**src/rtl/multiply_divide_unit.sv**
```systemverilog
// Iterative MIPS multiply/divide unit owning the HI/LO pair (MULT[U], DIV[U], MTHI, MTLO).
// Optional build macro MDU_FAST_MULTIPLY_EN: single-cycle combinational multiply; divide stays iterative.

package multiply_divide_unit_pkg;
  typedef enum logic [2:0] {
    MDU_MULT  = 3'd0,
    MDU_MULTU = 3'd1,
    MDU_DIV   = 3'd2,
    MDU_DIVU  = 3'd3,
    MDU_MTHI  = 3'd4,
    MDU_MTLO  = 3'd5
  } mdu_operator_t;
endpackage

module multiply_divide_unit
  import multiply_divide_unit_pkg::*;
#(
  parameter int unsigned DATA_WIDTH = 32
) (
  input  logic                  clock,
  input  logic                  reset,
  input  logic                  start,
  input  mdu_operator_t         operator,
  input  logic [DATA_WIDTH-1:0] operand1,
  input  logic [DATA_WIDTH-1:0] operand2,
  input  logic                  flush,
  output logic                  busy,
  output logic [DATA_WIDTH-1:0] hi,
  output logic [DATA_WIDTH-1:0] lo
);

  localparam int unsigned W      = DATA_WIDTH;
  localparam int unsigned PROD_W = 2 * DATA_WIDTH;
  localparam int unsigned CNT_W  = $clog2(DATA_WIDTH);
  localparam logic [CNT_W-1:0] CNT_LAST = CNT_W'(DATA_WIDTH - 1);

  typedef enum logic [1:0] {
    IDLE     = 2'd0,
    MULTIPLY = 2'd1,
    DIVIDE   = 2'd2
  } state_t;

  state_t state, next_state;

  // work holds {partial product | multiplier} or {remainder | dividend/quotient}
  logic [PROD_W-1:0] work;
  logic [W-1:0]      divisor_q;
  logic [W-1:0]      dividend_q;
  logic [CNT_W-1:0]  count;
  logic              neg_q;
  logic              rem_neg_q;
  logic              dbz_q;

  logic              accept_c;
  logic              op_signed_c;
  logic              op1_neg_c;
  logic              op2_neg_c;
  logic [W-1:0]      op1_mag_c;
  logic [W-1:0]      op2_mag_c;
  logic [W:0]        mul_sum_c;
  logic [PROD_W-1:0] mul_next_c;
  logic [PROD_W-1:0] mul_result_c;
  logic [W:0]        div_shift_c;
  logic              div_ok_c;
  logic [W-1:0]      div_diff_c;
  logic [PROD_W-1:0] div_next_c;
  logic [W-1:0]      div_quo_c;
  logic [W-1:0]      div_rem_c;
`ifdef MDU_FAST_MULTIPLY_EN
  logic [PROD_W-1:0] fast_prod_c;
`endif

  // Operand preparation and one iteration of each datapath
  always_comb begin
    accept_c     = start && !flush && (state == IDLE);
    op_signed_c  = (operator == MDU_MULT) || (operator == MDU_DIV);
    op1_neg_c    = op_signed_c && operand1[W-1];
    op2_neg_c    = op_signed_c && operand2[W-1];
    op1_mag_c    = op1_neg_c ? -operand1 : operand1;
    op2_mag_c    = op2_neg_c ? -operand2 : operand2;

    mul_sum_c    = {1'b0, work[PROD_W-1:W]} + (work[0] ? {1'b0, divisor_q} : '0);
    mul_next_c   = {mul_sum_c, work[W-1:1]};
    mul_result_c = neg_q ? -mul_next_c : mul_next_c;

    // Restoring step: the shifted remainder can exceed W bits only when it beats the divisor
    div_shift_c  = work[PROD_W-1:W-1];
    div_ok_c     = div_shift_c[W] || (div_shift_c[W-1:0] >= divisor_q);
    div_diff_c   = div_shift_c[W-1:0] - divisor_q;
    div_next_c   = div_ok_c ? {div_diff_c, work[W-2:0], 1'b1}
                            : {div_shift_c[W-1:0], work[W-2:0], 1'b0};
    div_quo_c    = dbz_q ? '1 : (neg_q ? -div_next_c[W-1:0] : div_next_c[W-1:0]);
    div_rem_c    = dbz_q ? dividend_q
                         : (rem_neg_q ? -div_next_c[PROD_W-1:W] : div_next_c[PROD_W-1:W]);
`ifdef MDU_FAST_MULTIPLY_EN
    fast_prod_c  = PROD_W'(op1_mag_c) * PROD_W'(op2_mag_c);
    if (op1_neg_c ^ op2_neg_c) fast_prod_c = -fast_prod_c;
`endif
  end

  // Next-state logic
  always_comb begin
    next_state = state;
    case (state)
      IDLE: begin
        if (accept_c) begin
          case (operator)
`ifndef MDU_FAST_MULTIPLY_EN
            MDU_MULT, MDU_MULTU: next_state = MULTIPLY;
`endif
            MDU_DIV, MDU_DIVU:   next_state = DIVIDE;
            default:             next_state = IDLE;
          endcase
        end
      end
      MULTIPLY, DIVIDE: begin
        if (flush || (count == CNT_LAST)) next_state = IDLE;
      end
      default: next_state = IDLE;
    endcase
  end

  // State, datapath and HI/LO registers
  always_ff @(posedge clock) begin
    if (reset) begin
      state      <= IDLE;
      busy       <= 1'b0;
      hi         <= '0;
      lo         <= '0;
      work       <= '0;
      divisor_q  <= '0;
      dividend_q <= '0;
      count      <= '0;
      neg_q      <= 1'b0;
      rem_neg_q  <= 1'b0;
      dbz_q      <= 1'b0;
    end else begin
      state <= next_state;
      busy  <= (next_state != IDLE);
      case (state)
        IDLE: begin
          if (accept_c) begin
            case (operator)
              MDU_MTHI: hi <= operand1;
              MDU_MTLO: lo <= operand1;
              MDU_MULT, MDU_MULTU: begin
`ifdef MDU_FAST_MULTIPLY_EN
                {hi, lo} <= fast_prod_c;
`else
                work      <= {W'(0), op1_mag_c};
                divisor_q <= op2_mag_c;
                neg_q     <= op1_neg_c ^ op2_neg_c;
                count     <= '0;
`endif
              end
              MDU_DIV, MDU_DIVU: begin
                work       <= {W'(0), op1_mag_c};
                divisor_q  <= op2_mag_c;
                dividend_q <= operand1;
                neg_q      <= op1_neg_c ^ op2_neg_c;
                rem_neg_q  <= op1_neg_c;
                dbz_q      <= (operand2 == '0);
                count      <= '0;
              end
              default: ;
            endcase
          end
        end
        MULTIPLY: begin
          if (!flush) begin
            work  <= mul_next_c;
            count <= count + CNT_W'(1);
            if (count == CNT_LAST) {hi, lo} <= mul_result_c;
          end
        end
        DIVIDE: begin
          if (!flush) begin
            work  <= div_next_c;
            count <= count + CNT_W'(1);
            if (count == CNT_LAST) begin
              lo <= div_quo_c;
              hi <= div_rem_c;
            end
          end
        end
        default: ;
      endcase
    end
  end

endmodule
```
**config.mk**
```make
export PLATFORM = sky130hd
export DESIGN_NAME = multiply_divide_unit
export DESIGN_NICKNAME = d
export VERILOG_FILES = /design/src/rtl/multiply_divide_unit.sv
export SDC_FILE = /design/constraint.sdc
export NUM_CORES = 1
export LEC_CHECK = 0
export BUFFER_PORTS_ARGS = -buffer_cell sky130_fd_sc_hd__buf_2
export CORE_MARGIN = 2
export CORE_UTILIZATION = 40
export DETAILED_ROUTE_END_ITERATION = 8
export PLACE_DENSITY = 0.59
export SLEW_MARGIN = 5
export SYNTH_ARGS = -nofsm -noshare
export SYNTH_HDL_FRONTEND = slang
export SYNTH_SLANG_ARGS = --single-unit
```
**constraint.sdc**
```tcl
create_clock -name clock -period 5.5 [get_ports clock]
set_input_delay 0.825 -clock clock [delete_from_list [all_inputs] [get_ports clock]]
set_output_delay 0.825 -clock clock [all_outputs]
set_load 0.02 [all_outputs]
```
Word level (Yosys, flattened, before mapping)
Index checks and enable logic that the tools add are counted.
{"block": "classes", "shifts": 0, "eq_ne": 17, "magnitude_cmp": 1, "n_addsub": 8, "n_bitwise": 1, "n_reduce_logical": 24, "multipliers": 0, "div_mod_pow": 0, "mux": 36}
{"cell": "$mux W32", "count": 19}
{"cell": "$mux W64", "count": 6}
{"cell": "$pmux W32 S3", "count": 2}
{"cell": "$pmux W64 S3", "count": 1}
{"cell": "$neg A32 Y32", "count": 4}
{"cell": "$neg A64 Y64", "count": 1}
{"cell": "$add A32 B32 Y33", "count": 1}
{"cell": "$ge A32 B32 Y1", "count": 1}
{"cell": "$logic_not A32 Y1", "count": 1}
{"cell": "$sub A32 B32 Y32", "count": 1}
{"cell": "$mux W5", "count": 3}
{"cell": "$ne A2 B2 Y1 const B", "count": 7}
{"cell": "$reduce_and A7 Y1", "count": 2}
{"cell": "$pmux W5 S2", "count": 1}
{"cell": "$pmux W2 S2", "count": 2}
{"cell": "$eq A3 B2 Y1 const B", "count": 2}
{"cell": "$eq A3 B3 Y1 const B", "count": 2}
{"cell": "$reduce_and A3 Y1", "count": 2}
{"cell": "$reduce_or A2 Y1", "count": 3}
{"cell": "$add A5 B1 Y5 const B", "count": 1}
{"cell": "$eq A5 B5 Y1 const B", "count": 1}
{"cell": "$reduce_and A5 Y1", "count": 1}
{"cell": "$logic_and A1 B1 Y1", "count": 4}
{"cell": "$mux W2", "count": 2}
{"cell": "13 further kinds", "count": 17}
{"block": "word_totals", "latchBits": 0, "ramBits": 0, "register_bits": 203, "rom_bits": 0, "memories": 0, "elab_cells": 98}

Depth between registers and ports, before layout
Gate-level depths: netlist (run 1).
{"block": "depth", "word_depth": 9, "ltp_mapped": 24, "mapped_depth_nobuf": 20}

Worst setup path after synthesis (run 1)
Ideal clock, no wire load.
{"block": "synth_timing", "path_type": "reg-to-reg", "from": "register work[31]", "to": "register hi[26]", "arrival_time_ns": 5.112, "setup_ns": 0.132, "setup_slack_ns": 0.256, "synth_period_minus_slack_ns": 5.244, "n_path_buf": 4, "path_stages_with_launch": 25, "path_cell_list": "dfxtp_1 -> clkbuf_1 -> inv_1 -> ha_1 -> fa_1 -> nand2b_1 -> a211oi_4 -> o211ai_2 -> a31oi_1 -> or2_1 -> buf_4 -> buf_1 -> clkbuf_1 -> nand2_1 -> o21ai_0 -> ha_1 -> nand2_1 -> nor2_1 -> nor4bb_1 -> a41oi_1 -> a211o_1 -> or2_1 -> o31a_1 -> a211oi_1 -> a21oi_1"}
{"block": "synth_via", "elab_chain_len": 9, "elab_cells_between_ends": 14, "cone_classes": "add/sub (3); order compare (1); mux (9); reduce/logical (1)"}
{"item": "start, declared", "line_no": "46", "text": "logic [PROD_W-1:0] work;"}
{"item": "start signal, assigned", "line_no": "150", "text": "work <= {W'(0), op1_mag_c};"}
{"item": "start signal, assigned", "line_no": "157", "text": "work <= {W'(0), op1_mag_c};"}
{"item": "start signal, assigned", "line_no": "171", "text": "work <= mul_next_c;"}
{"item": "$ge A32 B32 Y1", "line_no": "88", "text": "div_ok_c = div_shift_c[W] || (div_shift_c[W-1:0] >= divisor_q);"}
{"item": "$logic_or A1 B1 Y1", "line_no": "88"}
{"item": "$mux W64", "line_no": "90", "text": "div_next_c = div_ok_c ? {div_diff_c, work[W-2:0], 1'b1}"}
{"item": "$neg A32 Y32", "line_no": "94", "text": ": (rem_neg_q ? -div_next_c[PROD_W-1:W] : div_next_c[PROD_W-1:W]);"}
{"item": "$mux W32", "line_no": "94"}
{"item": "$mux W32", "line_no": "93", "text": "div_rem_c = dbz_q ? dividend_q"}
{"item": "$mux W32", "line_no": "180", "text": "if (count == CNT_LAST) begin"}
{"item": "$mux W32", "line_no": "177", "text": "if (!flush) begin"}
{"item": "$pmux W32 S3 (*)", "line_no": "140", "text": "case (state)"}
{"item": "end signal, assigned", "line_no": "144", "text": "MDU_MTHI: hi <= operand1;"}
{"item": "end signal, assigned", "line_no": "173", "text": "if (count == CNT_LAST) {hi, lo} <= mul_result_c;"}
{"item": "end signal, assigned", "line_no": "182", "text": "hi <= div_rem_c;"}
{"item": "end, declared", "line_no": "28", "text": "output logic [DATA_WIDTH-1:0] hi,"}
Every way passes the cells marked *; elsewhere a longest branch is shown, timed or not. The select of a mux whose other input is x is not followed.
A chain may end at the register's enable or synchronous reset.

Final worst setup path (run 1)
Ends and elaborated chain as after synthesis.

==> flow_metrics.tcl, run 1 <==
set metrics [dict create \
    worstMarginPinSlew_ns 1.25 \
    port_buffers 135 \
    finalCritPeriodShare 0.934 \
    reg2reg_to "hi[26]" \
    numCtsBuffers 26 \
    drc 0 \
    rrSetupSlack_ns 0.36 \
    routabilityCongestion 1.00 \
    min_to "hi[9]" \
    mostFrequentLayoutCell "nand2_1" \
    grt_pass1_wl_um 118000 \
    nFillCells 4854 \
    firstDrtPassIters 5 \
    antenna_found_initial 2 \
    slew_headroom 0.167 \
    die_x_um 220 \
    leakage_nw 7.91 \
    grt_max_degree 104 \
    cts_tree "yes" \
    ys.flop_type "dfxtp_1" \
    synth.net_count 2779 \
    wirelength_um 78500 \
    synth_edf_count 0 \
    fin_crit_ns 5.14 \
    drive_gt1_frac 0.118 \
    syn_to_final_growth_pct 10.5 \
    startpoint_type "flop" \
    cts_setup_buffers 0 \
    synth_cell_types 100 \
    power.density_mw_per_mm2 225 \
    overflow 0 \
    vias 20864 \
    power.share.switching 0.368 \
    hp-class "flop to flop" \
    maxCapViolCount 0 \
    clock_sinks 203 \
    setup_viol 0 \
    power.switching_mw 1.72 \
    clock_skew_ns 0.0368 \
    insertion_delay_ns 0.58 \
    drt-wirelength-per-cell_um 24.0 \
    rsz0062_at_grt "false" \
    instances_no_fill 3273 \
    r2r_start "work[31]" \
    crit_chain "inv_1 > ha_1 > fa_1 > nand2b_1 > a211oi_4 > o211ai_2 > a31oi_2 > or2_2 > nand2_1 > o21ai_0 > ha_1 > nand2_1 > nor3_1 > a41oi_1 > a211o_2 > or2_1 > o31a_1 > a211oi_1 > a21oi_1" \
    fin_tns_setup_ns 0 \
    hold_path_depth 2 \
    clockRootBuffer "clkbuf_16" \
    crit_path_end_kind "flop" \
    crit_fanout 9 \
    diodes 0 \
    fmax_mhz 195 \
    critPathKind "flop to flop" \
    reg2reg_depth 19 \
    cp.required_ns 5.95 \
    yosysWarnings 0 \
    placementRows 79 \
    hold_viol 0 \
    cp_slowest_cell "a211o_2" \
    ys_seq_area_frac 0.217 \
    min_from "hi[9]" \
    vias_per_cell 6.37 \
    ios 136 \
    dp.cells 3226 \
    final_cell_mix "nand2_1, nor2_1, a21oi_1, dfxtp_1, o21ai_0" \
    combPwrFrac 0.281 \
    p_clk_frac 0.379 \
    slowest_delay_ns 0.47 \
    pwr-share-seq 0.340 \
    status "finished, final reports clean" \
    dp_hpwl_um 59300 \
    async_flop_share 0 \
    p_int_mw 2.94 \
    die_area_mm2 0.0486 \
    clockBufferDepth 3 \
    drt_iter0_drc 2452 \
    core_mm2 0.0464 \
    netlist_area_mm2 0.0187 \
    initial_core_util 0.404 \
    cp.arrival_ns 5.59 \
    die_h_um 220 \
    grt_pass1_vias 19258 \
    clkTransAtPathRegs_ns 0.07 \
    ir_drop_mv 0.227 \
    ys_seq_elements 203 \
    synthCells 2631 \
    fin_nets 2795 \
    ant_nets 0 \
    track_usage 0.314 \
    avgSynthCellArea_um2 7.12 \
    timing_max_transition_violations_final 0 \
    htreeDepth 1 \
]
sequential cells by signal (all words and copies together), names as in the netlist:
register	cells
work	64
dividend_q	32
divisor_q	32
hi	32
lo	32
count	5
state	2
busy	1
dbz_q	1
neg_q	1
rem_neg_q	1
area by class of cell:
cell class | instances | area (um2) | area share
clock buffer | 39 | 759 | 0.0367
tap | 607 | 759 | 0.0367
sequential | 203 | 4070 | 0.196
inverter | 72 | 270 | 0.0131
clock inverter | 8 | 87.6 | 0.00423
timing repair buffer | 199 | 1170 | 0.0567
multi-input combinational | 2145 | 13600 | 0.656
synth_stat cells, types with 11 or more instances:
cell,number,share of area
ha_1,75,0.050
xnor2_1,126,0.059
a211o_1,34,0.016
clkbuf_1,173,0.035
xor2_1,66,0.031
nor2_1,269,0.054
a22oi_1,39,0.016
o211ai_1,30,0.012
o21ai_0,142,0.038
nand4_1,27,0.0090
nand2_1,339,0.068
a21oi_1,238,0.064
nand2b_1,19,0.0063
or2_2,15,0.0050
mux2i_1,20,0.011
nor3_1,83,0.022
buf_2,19,0.0051
a21o_1,26,0.010
a211oi_1,57,0.023
and3_1,13,0.0043
o41ai_1,14,0.0065
o31ai_1,47,0.019
nor2b_1,11,0.0037
a221oi_1,73,0.034
nand3_1,39,0.010
or4_1,14,0.0056
and2_1,28,0.0094
inv_1,69,0.014
a31oi_1,25,0.0083
dfxtp_1,203,0.22
or3_1,53,0.018
nor4_1,18,0.0060
worst max-delay path: cells and delay by family, from the launching register on:
| family | cells | cell delay (ns) |
|---|---|---|
| AND/OR/NAND/NOR | 6 | 1.27 |
| adder cells (fa/ha/maj) | 3 | 0.96 |
| flip-flops | 1 | 0.42 |
| buffers and inverters | 1 | 0.12 |
| AO/OA/AOI/OAI | 9 | 2.25 |
worst max path at each step:
stage,cells after the start,end,from
after floorplan,24,hi[26],work[31]
after global placement,19,hi[26],work[31]
after detailed placement,19,hi[28],work[31]
after CTS,19,hi[28],work[31]
after global routing,20,hi[22],work[31]
final,19,hi[26],work[31]
through the flow:
| step | power, mW | util | setup WS [ns] | cell area (um2) | hold slack, ns |
|---|---|---|---|---|---|
| after CTS | 4.63 | 0.446 | 0.118 | 20700 | 0.450 |
| after detailed placement | 2.88 | 0.428 | 0.170 | 19800 | 0.443 |
| after global placement | 2.87 | 0.428 | 0.309 | 19800 | 0.436 |
| after global routing | 4.81 | 0.447 | 0.00176 | 20700 | 0.473 |
| after floorplan | 2.42 | - | 0.256 | 18700 | 0.431 |
| final | 4.66 | 0.447 | 0.361 | 20700 | 0.446 |
metal layers:
metal	vias to the layer above	track usage	part of all wire	routed length, um
met3	135	0.0438	0.081	6380
li1	9671	-	-	-
met2	923	0.478	0.43	33700
met1	10135	0.451	0.45	35400
met5	-	0	0	0
met4	0	0.111	0.038	2940
repair_timing:
| action | 4_1_cts | 5_1_grt |
|---|---|---|
| endpoints found under the setup margin | 0 | 6 |
| hold buffers | 0 | 0 |
| gates resized for setup | 0 | 5 |
power by group through the flow:
stage / registers, mW / clock network, mW / logic (mW)
4_1_cts: 1.58 / 1.78 / 1.27
3_5_place_dp: 1.61 / 0 / 1.27
2_1_floorplan: 1.59 / 0 / 0.833
5_1_grt: 1.59 / 1.82 / 1.40
3_3_place_gp: 1.61 / 0 / 1.26
6_report: 1.58 / 1.77 / 1.31
cell families (layout without fill, tap and decap cells):
family	Yosys count	in the layout	share of synthesized area
AOI/OAI and AO/OA	854	854	0.309
xor gates and xnor gates	192	192	0.0898
and+or+nand+nor	990	990	0.252
DFF	203	203	0.217
muxes	32	32	0.0191
adders and majority gates	77	77	0.0522
buffers and inverters	283	318	0.0606
Power figures use the tool's default switching activity.
==> inputs of run 2 (changes only) <==
--- a/config.mk
+++ b/config.mk
@@ -7,2 +7,3 @@
 export LEC_CHECK = 0
+export ABC_CLOCK_PERIOD_IN_PS = 5500
 export BUFFER_PORTS_ARGS = -buffer_cell sky130_fd_sc_hd__buf_2
==> constraint.sdc (replaced) <==
create_clock -name clock -period 5.5 [get_ports clock]
set_input_delay 0.55 -clock clock [delete_from_list [all_inputs] [get_ports clock]]
set_output_delay 0.55 -clock clock [all_outputs]
set_load 0.02 [all_outputs]
==> flow_metrics.tcl, run 2 (synthesis results as in run 1) <==
set metrics [dict create \
    maxCapViolCount 0 \
    slew_headroom 0.169 \
    drt-wirelength-per-cell_um 23.5 \
    initial_core_util 0.404 \
    cts_tree "yes" \
    ir_drop_mv 0.231 \
    crit_fanout 8 \
    min_from "operand2[0]" \
    worst_slack_ns 0.311 \
    die_x_um 220 \
    antenna_found_initial 5 \
    startpoint_type "flop" \
    rrSetupSlack_ns 0.31 \
    r2r_start "work[31]" \
    routabilityCongestion 0.978 \
    core_mm2 0.0464 \
    grt_pass1_wl_um 114000 \
    dp.cells 3219 \
    timing_max_transition_violations_final 0 \
    placementRows 79 \
    post-place-ws_ns 0.174 \
    status "finished, final reports clean" \
    overflow 0 \
    fin_nets 2788 \
    insertion_delay_ns 0.56 \
    fmax_mhz 193 \
    ant_nets 0 \
    critPathKind "flop to flop" \
    crit_path_end_kind "flop" \
    numCtsBuffers 26 \
    drive_gt1_frac 0.117 \
    ios 136 \
    drc 0 \
    finalCritPeriodShare 0.943 \
    nFillCells 4829 \
    syn_to_final_growth_pct 10.1 \
    diodes 0 \
    hold_viol 0 \
    cp.required_ns 5.89 \
    clkTransAtPathRegs_ns 0.06 \
    fin_tns_setup_ns 0 \
    drt_iter0_drc 2422 \
    final_util 0.445 \
    instances_no_fill 3265 \
    die_area_mm2 0.0486 \
    worstMarginPinSlew_ns 1.25 \
    setup_viol 0 \
    track_usage 0.307 \
    mostFrequentLayoutCell "nand2_1" \
    die_h_um 220 \
    clockRootBuffer "clkbuf_16" \
    clockBufferDepth 3 \
    power.total_mw 4.61 \
    wirelength_um 76800 \
    seqCellArea_mm2 0.00407 \
    hp-class "input port to flop" \
    grt_pass1_vias 18813 \
    vias 20505 \
    vias_per_cell 6.28 \
    htreeDepth 1 \
    grt_max_degree 104 \
    regMostFlops "work" \
    clock_sinks 203 \
    largest_reg_flops 64 \
    firstDrtPassIters 6 \
    final_cell_mix "nand2_1, nor2_1, a21oi_1, dfxtp_1, o21ai_0" \
    cp.arrival_ns 5.58 \
    clock_skew_ns 0.0114 \
    critPathLaunch "work[31]" \
    leakage_nw 7.87 \
    fin_crit_ns 5.19 \
    power.density_mw_per_mm2 224 \
    rsz0062_at_grt "false" \
    port_buffers 135 \
    dp_hpwl_um 58000 \
    multi_input_area_mm2 0.0136 \
]
run 2: cell count changes in the layout (fill, tap and decap cells not counted), moves of 2 or more:
cell / delta
clkbuf_8: -2
buf_4: -6
clkbuf_1: -3
clkinv_2: +6
run 2: critical path, cell delays in order (launching register included):
cell and delay, ns:
dfxtp_2 0.42, inv_1 0.12, ha_1 0.27, fa_1 0.43, nand2b_1 0.24, a211oi_4 0.30, o211ai_2 0.16, a31oi_2 0.28
or2_2 0.27, nand2_1 0.07, o21ai_0 0.12, ha_1 0.24, nand2_1 0.08, nor2_1 0.15, nor4bb_1 0.31, a41oi_1 0.14
a211o_2 0.48, or2_1 0.28, o31a_1 0.31, a211oi_1 0.24, a21oi_1 0.10
run 2: per-stage QoR:
stage               hold slack (ns)  cell area [um2]
global route                  0.280            20600
finish                        0.269            20600
CTS                           0.256            20600
global placement              0.438            19800
floorplan                     0.431            18700
detailed placement            0.444            19800
run 2: final timing paths:
kind	to	cells past startpoint
worst max register to register	hi[26]	20
worst max-delay path	hi[26]	20
worst min register to register	lo[29]	2
worst min-delay path	divisor_q[0]	3
run 2: cell type report:
| cell class | count | share of cell area |
|---|---|---|
| Sequential cell | 203 | 0.197 |
| Timing Repair Buffer | 192 | 0.0538 |
| Multi-Input combinational cell | 2145 | 0.659 |
| Clock inverter | 11 | 0.00412 |
| Inverter | 72 | 0.0131 |
| Clock buffer | 35 | 0.0362 |
| Tap cell | 607 | 0.0368 |
run 2: routing by layer:
metal,global-route usage,share of wire,vias to the layer above
met4,0.108,0.038,0
li1,-,-,9648
met5,0,0,-
met2,0.458,0.43,910
met3,0.0548,0.084,146
met1,0.439,0.45,9801
run 2: what timing repair did:
action / 4_1_cts / 5_1_grt
setup buffers: 0 / 0
hold buffers: 0 / 0
endpoints found under the setup margin: 0 / 4
resized for setup: 0 / 4
run 2: power by group:
part           switching, mW  internal, mW  total [mW]
combinational          0.881         0.425        1.31
clock                  0.731         0.992        1.72
sequential            0.0647          1.52        1.58
total                   1.68          2.94        4.61
